===== src/rtl/jpeg_idct_pass_arb.sv =====
`default_nettype none
// +--------------------------------------------------------------------------+
// | Module   : jpeg_idct_pass_arb                                            |
// | Purpose  : Shares one 1-D 8-point IDCT engine between the row pass       |
// |            (dequantised coefficients) and the column pass (transpose     |
// |            buffer output). Grants whole bursts of BURST_LEN beats, never |
// |            interleaves bursts, and tags each beat with its pass.          |
// | Ports    : clk_i, rst_i          clock, synchronous active-high reset     |
// |            img_start_i           synchronous flush at start of image      |
// |            row_valid_i/data/idx  row-pass beat in, row_accept_o back      |
// |            col_valid_i/data/idx  column-pass beat in, col_accept_o back   |
// |            outport_*             muxed beat to the IDCT engine            |
// |            outport_ready_i       IDCT engine can take a beat              |
// |            idle_o                no grant held and no request pending     |
// |            err_o                 sticky beat-index mismatch flag          |
// | Revision : 1.0  initial release                                          |
// +--------------------------------------------------------------------------+
module jpeg_idct_pass_arb #(
  parameter int DATA_W    = 32,
  parameter int BURST_LEN = 8,
  parameter int PRIO_COL  = 0
) (
  input  logic              clk_i,
  input  logic              rst_i,
  input  logic              img_start_i,
  input  logic              row_valid_i,
  input  logic [DATA_W-1:0] row_data0_i,
  input  logic [DATA_W-1:0] row_data1_i,
  input  logic [DATA_W-1:0] row_data2_i,
  input  logic [DATA_W-1:0] row_data3_i,
  input  logic [2:0]        row_idx_i,
  output logic              row_accept_o,
  input  logic              col_valid_i,
  input  logic [DATA_W-1:0] col_data0_i,
  input  logic [DATA_W-1:0] col_data1_i,
  input  logic [DATA_W-1:0] col_data2_i,
  input  logic [DATA_W-1:0] col_data3_i,
  input  logic [2:0]        col_idx_i,
  output logic              col_accept_o,
  output logic              outport_valid_o,
  output logic [DATA_W-1:0] outport_data0_o,
  output logic [DATA_W-1:0] outport_data1_o,
  output logic [DATA_W-1:0] outport_data2_o,
  output logic [DATA_W-1:0] outport_data3_o,
  output logic [2:0]        outport_idx_o,
  output logic              outport_pass_o,
  input  logic              outport_ready_i,
  output logic              idle_o,
  output logic              err_o
);

  localparam int BEAT_W = (BURST_LEN > 1) ? $clog2(BURST_LEN) : 1;
  localparam logic [BEAT_W-1:0] c_last_beat = BEAT_W'(BURST_LEN - 1);

  typedef enum logic [1:0] {
    ST_IDLE = 2'd0,
    ST_ROW  = 2'd1,
    ST_COL  = 2'd2
  } state_t;

  state_t              r_state;
  logic [BEAT_W-1:0]   r_beat;
  logic                r_last;     // pass of the most recent grant, 1 = column
  logic                r_err;

  logic                w_sel_row;
  logic                w_sel_col;
  logic                w_fwd_valid;
  logic                w_fire;
  logic                w_lock;
  logic [2:0]          w_req_idx;
  logic [2:0]          w_beat_idx;
  logic [DATA_W-1:0]   w_data0;
  logic [DATA_W-1:0]   w_data1;
  logic [DATA_W-1:0]   w_data2;
  logic [DATA_W-1:0]   w_data3;

  // The beat counter is presented on a 3-bit index; shorter counters are
  // zero-extended, a 16-beat counter shows its low three bits.
  if (BEAT_W >= 3) begin : g_idx_trunc
    assign w_beat_idx = r_beat[2:0];
  end else begin : g_idx_ext
    assign w_beat_idx = {{(3-BEAT_W){1'b0}}, r_beat};
  end

  // Selection: in IDLE the winner is decided combinationally so the first
  // beat goes out with zero latency; once locked only the owner is selected,
  // even while it has dropped valid.
  always_comb begin
    w_sel_row = 1'b0;
    w_sel_col = 1'b0;
    case (r_state)
      ST_IDLE: begin
        if (row_valid_i && col_valid_i) begin
          if (PRIO_COL != 0) begin
            w_sel_col = 1'b1;
          end else if (r_last) begin
            w_sel_row = 1'b1;
          end else begin
            w_sel_col = 1'b1;
          end
        end else begin
          w_sel_row = row_valid_i;
          w_sel_col = col_valid_i;
        end
      end
      ST_ROW:  w_sel_row = 1'b1;
      ST_COL:  w_sel_col = 1'b1;
      default: begin
        w_sel_row = 1'b0;
        w_sel_col = 1'b0;
      end
    endcase
  end

  always_comb begin
    w_data0 = '0;
    w_data1 = '0;
    w_data2 = '0;
    w_data3 = '0;
    if (w_sel_col) begin
      w_data0 = col_data0_i;
      w_data1 = col_data1_i;
      w_data2 = col_data2_i;
      w_data3 = col_data3_i;
    end else if (w_sel_row) begin
      w_data0 = row_data0_i;
      w_data1 = row_data1_i;
      w_data2 = row_data2_i;
      w_data3 = row_data3_i;
    end
  end

  assign w_fwd_valid = (w_sel_row & row_valid_i) | (w_sel_col & col_valid_i);
  assign w_fire      = w_fwd_valid & outport_ready_i & ~img_start_i;
  assign w_lock      = (r_state == ST_IDLE) & (w_sel_row | w_sel_col);
  assign w_req_idx   = w_sel_col ? col_idx_i : row_idx_i;

  always_ff @(posedge clk_i) begin
    if (rst_i || img_start_i) begin
      r_state <= ST_IDLE;
      r_beat  <= '0;
      r_last  <= 1'b1;
      r_err   <= 1'b0;
    end else begin
      if (w_fwd_valid && (w_req_idx != w_beat_idx)) begin
        r_err <= 1'b1;
      end
      if (w_lock) begin
        r_last <= w_sel_col;
      end
      // Completing the burst returns to IDLE so the next grant can be issued
      // combinationally on the very next cycle without a bubble.
      if (w_fire && (r_beat == c_last_beat)) begin
        r_beat  <= '0;
        r_state <= ST_IDLE;
      end else begin
        if (w_fire) begin
          r_beat <= r_beat + BEAT_W'(1);
        end
        if (w_lock) begin
          r_state <= w_sel_col ? ST_COL : ST_ROW;
        end
      end
    end
  end

  assign row_accept_o    = w_sel_row & w_fire;
  assign col_accept_o    = w_sel_col & w_fire;
  assign outport_valid_o = w_fwd_valid;
  assign outport_data0_o = w_data0;
  assign outport_data1_o = w_data1;
  assign outport_data2_o = w_data2;
  assign outport_data3_o = w_data3;
  assign outport_idx_o   = w_beat_idx;
  assign outport_pass_o  = w_sel_col;
  assign idle_o          = (r_state == ST_IDLE) & ~row_valid_i & ~col_valid_i;
  assign err_o           = r_err;

endmodule
`default_nettype wire


===== config.mk =====
export PLATFORM = sky130hd
export DESIGN_NAME = jpeg_idct_pass_arb
export DESIGN_NICKNAME = d
export VERILOG_FILES = /design/src/rtl/jpeg_idct_pass_arb.sv
export SDC_FILE = /design/constraint.sdc
export NUM_CORES = 1
export LEC_CHECK = 0
export CAP_MARGIN = 0
export CORE_AREA = 2 2 159 161
export DETAILED_ROUTE_END_ITERATION = 10
export DIE_AREA = 0 0 161 163
export GPL_ROUTABILITY_DRIVEN = 0
export HOLD_SLACK_MARGIN = 0.1
export SETUP_SLACK_MARGIN = 0.3
export SYNTH_ARGS = -nofsm -noshare
export SYNTH_HDL_FRONTEND = slang
export SYNTH_SLANG_ARGS = --single-unit
export TNS_END_PERCENT = 50

===== constraint.sdc =====
create_clock -name clk_i -period 2.45 [get_ports clk_i]
set_input_delay 0.735 -clock clk_i [delete_from_list [all_inputs] [get_ports clk_i]]
set_output_delay 0.735 -clock clk_i [all_outputs]
set_load 0.01 [all_outputs]

* Yosys cells after proc, flatten, opt, wreduce, memory -nomap -nowiden *
Index checks and enable logic that the tools add are counted.

storage, ports and cells
  flip-flop bits (word level) = 7
  bits of input ports = 268
  output and inout bits = 137

operators by class
  $add $sub $neg = 1
  eq/ne operators = 4
  mux-type cells = 16
  bitwise gates (word level) = 14
  reductions and logical operators = 6

operators with widths
  cell                                                 count
  two-way mux 32 bit                                   8
  AND 1 bit                                            9
  two-way mux 1 bit                                    4
  case mux 1 bit (2 select lines)                      2
  adder 3 x 1 -> 3 bit, second input constant          1
  equality test 3 bit, second input constant           1
  logical AND 1 bit                                    3
  two-way mux 3 bit                                    1
  != test 3 bit                                        1
  inverter 1 bit                                       3
  equality test 2 x 1 -> 1 bit, second input constant  1
  equality test 2 bit, second input constant           1
  zero test 2 bit                                      1
  two-way mux 2 bit                                    1
  OR 1 bit                                             2
  OR reduction 2 bit                                   1
  logical OR 1 bit                                     1

* Longest topological paths before layout *
  word-level depth = 9
  gate-level depth with buffers = 6

* Least setup slack after synthesis *
OpenSTA, ideal clock, no wires.

  path type = input -> output
  start = in col_valid_i
  end = out outport_data0_o[0]
  arrival = 1.701 ns
  data required time = 1.715 ns
  setup slack = 0.014 ns
  cell stages on the path = 6
  path buffers = 3
  path through = a21boi_2 -> o21a_1 -> buf_2 -> buf_6 -> buf_6 -> a22o_1

on the way
  longest elaborated chain between the ends = 5
  elaborated cells between the ends (all ways) = 7
  those cells by class = 6 x mux; 1 x reduce/logical

RTL lines
  item                             line  RTL
  start, declared                  33    input logic col_valid_i,
  logical AND 1 bit                94    if (row_valid_i && col_valid_i) begin
  two-way mux 1 bit                94
  case mux 1 bit (2 select lines)  92    case (r_state)
  two-way mux 32 bit               126   end else if (w_sel_row) begin
  two-way mux 32 bit *             121   if (w_sel_col) begin
  end, declared                    41    output logic [DATA_W-1:0] outport_data0_o,

Every way passes the cells marked *; elsewhere a longest branch is shown, timed or not.

* Worst setup path after layout *
  start = in col_valid_i
  end = out outport_data1_o[16]

on the way
  longest elaborated chain between the ends = 5
  elaborated cells between the ends (all ways) = 7
  those cells by class = 6 x mux; 1 x reduce/logical

RTL lines
  item                             line  RTL
  logical AND 1 bit                94
  two-way mux 1 bit                94
  case mux 1 bit (2 select lines)  92
  two-way mux 32 bit               126
  two-way mux 32 bit *             121
  end, declared                    42    output logic [DATA_W-1:0] outport_data1_o,

Marks and branches as above.

==> metrics <==
status finished, violations left; failing checks setup timing; worst hold path class flip-flop to flip-flop; CP bufs+invs 7; clock tree buffer depth 2; HP Start err_o; Comb pwr share 81.1%; XOR/XNOR Fraction of Synth Area 1.953%; top cells by area, synth a22o_1 (62%), dfxtp_1 (7.8%), buf_6 (6.3%), buf_2 (5.3%), xnor2_1 (1.5%); drt pass-1 iters 4; Worst-path clk slew 0.04 ns; Crit path arrival time 2.15 ns; Routed Antenna Nets 0; routed via count 3878; area of the die 26240 um^2; DP HPWL 13670 um; H-tree depth 1; Peak Freq 0.3467 GHz; Int Pwr 1.414 mW; core footprint 24670 um^2; post-synthesis net count 482; vias in the first global route 3808; Setup crit end outport_data1_o[16]; starting DRC count in detailed routing 169; Rows 58; Critical Path Source col_valid_i; Post-Route WL 19000 um; Rel. slew slack 77.90%; Yosys top cell area share 62.48%; yosys warns 0; register area 140.1 um^2; CP most frequent cell buf_12; critical path depth 10; simple logic cell fraction of the synthesized area 5.649%; TritonCTS clock tree built; worst-path cell with the longest stage delay o21a_4; Initial Util 7.272%; gr usage total 12.25%; Clock Sink Count 7; Num CTS Buffers 3; pwr/cell area 310.4 nW/um^2; Post-Layout Inst Area 6852 um^2; reg2reg end err_o; fillers 2650; register bit count reported by yosys 7; sequential share of power 5.8%; Mapped Area 1794 um^2; clock latency on the worst-skew pair 0.23 ns; Lkg Pwr 3.111 nW; die height 163 um; final total power 2.127 mW; leading area contributor after synthesis a22o_1; reg2reg start r_last; Crit path max-delay family buffers and inverters; die span in x 161 um; Netlist cell types 30; share of layout cells above drive strength 1 34.76%; Worst R2R Path Depth 7; Post-DP Area 6442 um^2; clk_skew 0.0006916 ns; Syn Area/Cell 8.463 um^2; Synth Area in Compound Gates 69.67%; drt drc 0; wire per inst 18.88 um; total gr overflow 0; first-pass GRT wire length 24330 um; Max Transition Viols Final 0; Ports 405; Critical Path Source Type input pin; Switch Pwr 0.7134 mW; largest family of logic cells by synthesized area compound AO/OA/AOI/OAI gates; cell count after synthesis 212; r2r setup slk 0.75 ns; crit path max fanout 7; Final #Nets 947; Final Hold Viols 0; initial antenna violation count 0; Worst EP required 1.71 ns; setup ws final -0.4341 ns; synthesized-area fraction occupied by adder cells 1.395%; # diodes 0; Root Buffer clkbuf_16; Tcrit/Tclk final 117.7%; post-synthesis mux area share 1.116%; switching part of the total 33.54%; Port-buffer cells 404; crit path capture type primary output; Worst-Margin Slew 0.3272 ns; Worst Setup Path Type input pin to primary output; synth-to-layout area growth 281.9%; CP Cell Sequence buf_8 > a21boi_4 > o21a_4 > buf_12 > buf_8 > buf_6 > buf_12 > buf_12 > a22o_1 > buf_2; largest stage delay on the critical path 0.22 ns; clock period minus final worst setup slack 2.884 ns; RSZ-0062 raised after global routing yes; vias per inst 3.855; worst slack at placement -1.076 ns; multi-input logic area 1481 um^2; Max-Cap Viols 0; hold path cells 2; largest net degree at the start of global routing 31; Final setup viols 130; Peak VDD IR 161.2 uV; Clk pwr share 13.1%; register area share after synthesis 7.810%
cells in the final DEF, fill, tap and decap left out, types with 7 or more instances in the layout:
| cell | count |
|---|---|
| buf_2 | 85 |
| buf_12 | 17 |
| a22o_1 | 127 |
| dfxtp_1 | 7 |
| buf_16 | 9 |
| buf_6 | 22 |
| buf_4 | 36 |
| clkbuf_16 | 9 |
| clkbuf_2 | 37 |
| clkdlybuf4s50_1 | 269 |
routing by layer:
metal	vias to the layer above	global-route usage (%)	wire length (um)
li1	1835	-	-
met4	0	1.055	56
met5	-	0	0
met1	1791	16.05	8218
met3	8	3.005	1798
met2	244	21.15	8923
synthesized netlist by cell type:
cell,number
o211ai_1,2
o21ba_2,1
mux2i_1,2
nor2_2,1
a31oi_1,2
buf_6,10
and2_1,2
o21a_1,1
o21ai_0,2
a21boi_2,1
nand2_1,3
or2b_1,1
nor4_1,1
o2111ai_1,1
nor2_1,6
a22o_1,128
inv_1,3
o41ai_1,1
ha_1,2
a21oi_1,3
buf_2,19
xor2_1,1
a311o_1,1
a211oi_4,1
nand2b_1,3
dfxtp_1,7
xnor2_1,3
clkbuf_1,1
nor3_1,2
nor2b_1,1
tightest hold or removal path, delay by kind of cell, from the launching register on:
kind / cells / cell delay [ns]
flip-flops: 1 / 0.31
AO/OA/AOI/OAI: 2 / 0.20
through the flow:
| step | utilization (%) | setup TNS [ns] | hold slack (ns) | instances |
|---|---|---|---|---|
| 2_1_floorplan | - | 0 | 0.5473 | 212 |
| 3_3_place_gp | 26.11 | -127.26 | 0.5576 | 949 |
| 3_5_place_dp | 26.11 | -131.35 | 0.5515 | 949 |
| 4_1_cts | 27.52 | -62.53 | 0.5617 | 980 |
| 5_1_grt | 27.77 | -44.71 | 0.6248 | 1006 |
| 6_report | 27.77 | -38.38 | 0.5619 | 1006 |
flip-flops by register name, summed over array words and instances (netlist names):
signal / count
outport_idx_o: 3
r_state: 2
err_o: 1
r_last: 1
power by group through the flow:
stage | clock network, mW | logic, mW | registers (mW)
floorplan | 0 | 0.533 | 0.125
global placement | 0 | 1.59 | 0.124
detailed placement | 0 | 1.59 | 0.124
CTS | 0.283 | 1.71 | 0.122
global route | 0.293 | 1.83 | 0.123
finish | 0.279 | 1.73 | 0.122
cell type report:
type | instances | share of cell area (%)
clock buffers | 4 | 1.150
well taps | 330 | 6.026
repair buffers | 490 | 68.99
inverters | 3 | 0.1644
multi-input cells | 172 | 21.62
flip-flops and latches | 7 | 2.045
timing repair:
item,4_1_cts,5_1_grt
setup buffers,17,18
endpoints found under the setup margin,139,133
resized for setup,265,208
hold buffers,0,0
cloned,10,8
pin swaps,16,58
how the worst min path moves through the flow:
stage                   to  slack (ns)
global route         err_o        0.62
finish               err_o        0.56
detailed placement   err_o        0.55
global placement     err_o        0.56
CTS                  err_o        0.56
floorplan           r_last        0.55
logic make-up after synthesis:
logic type,Yosys count
fa+ha+maj,2
flops,7
xor+xnor,4
buf+inv,33
compound gates,144
simple gates,20
mux,2
Power figures use the tool's default switching activity.
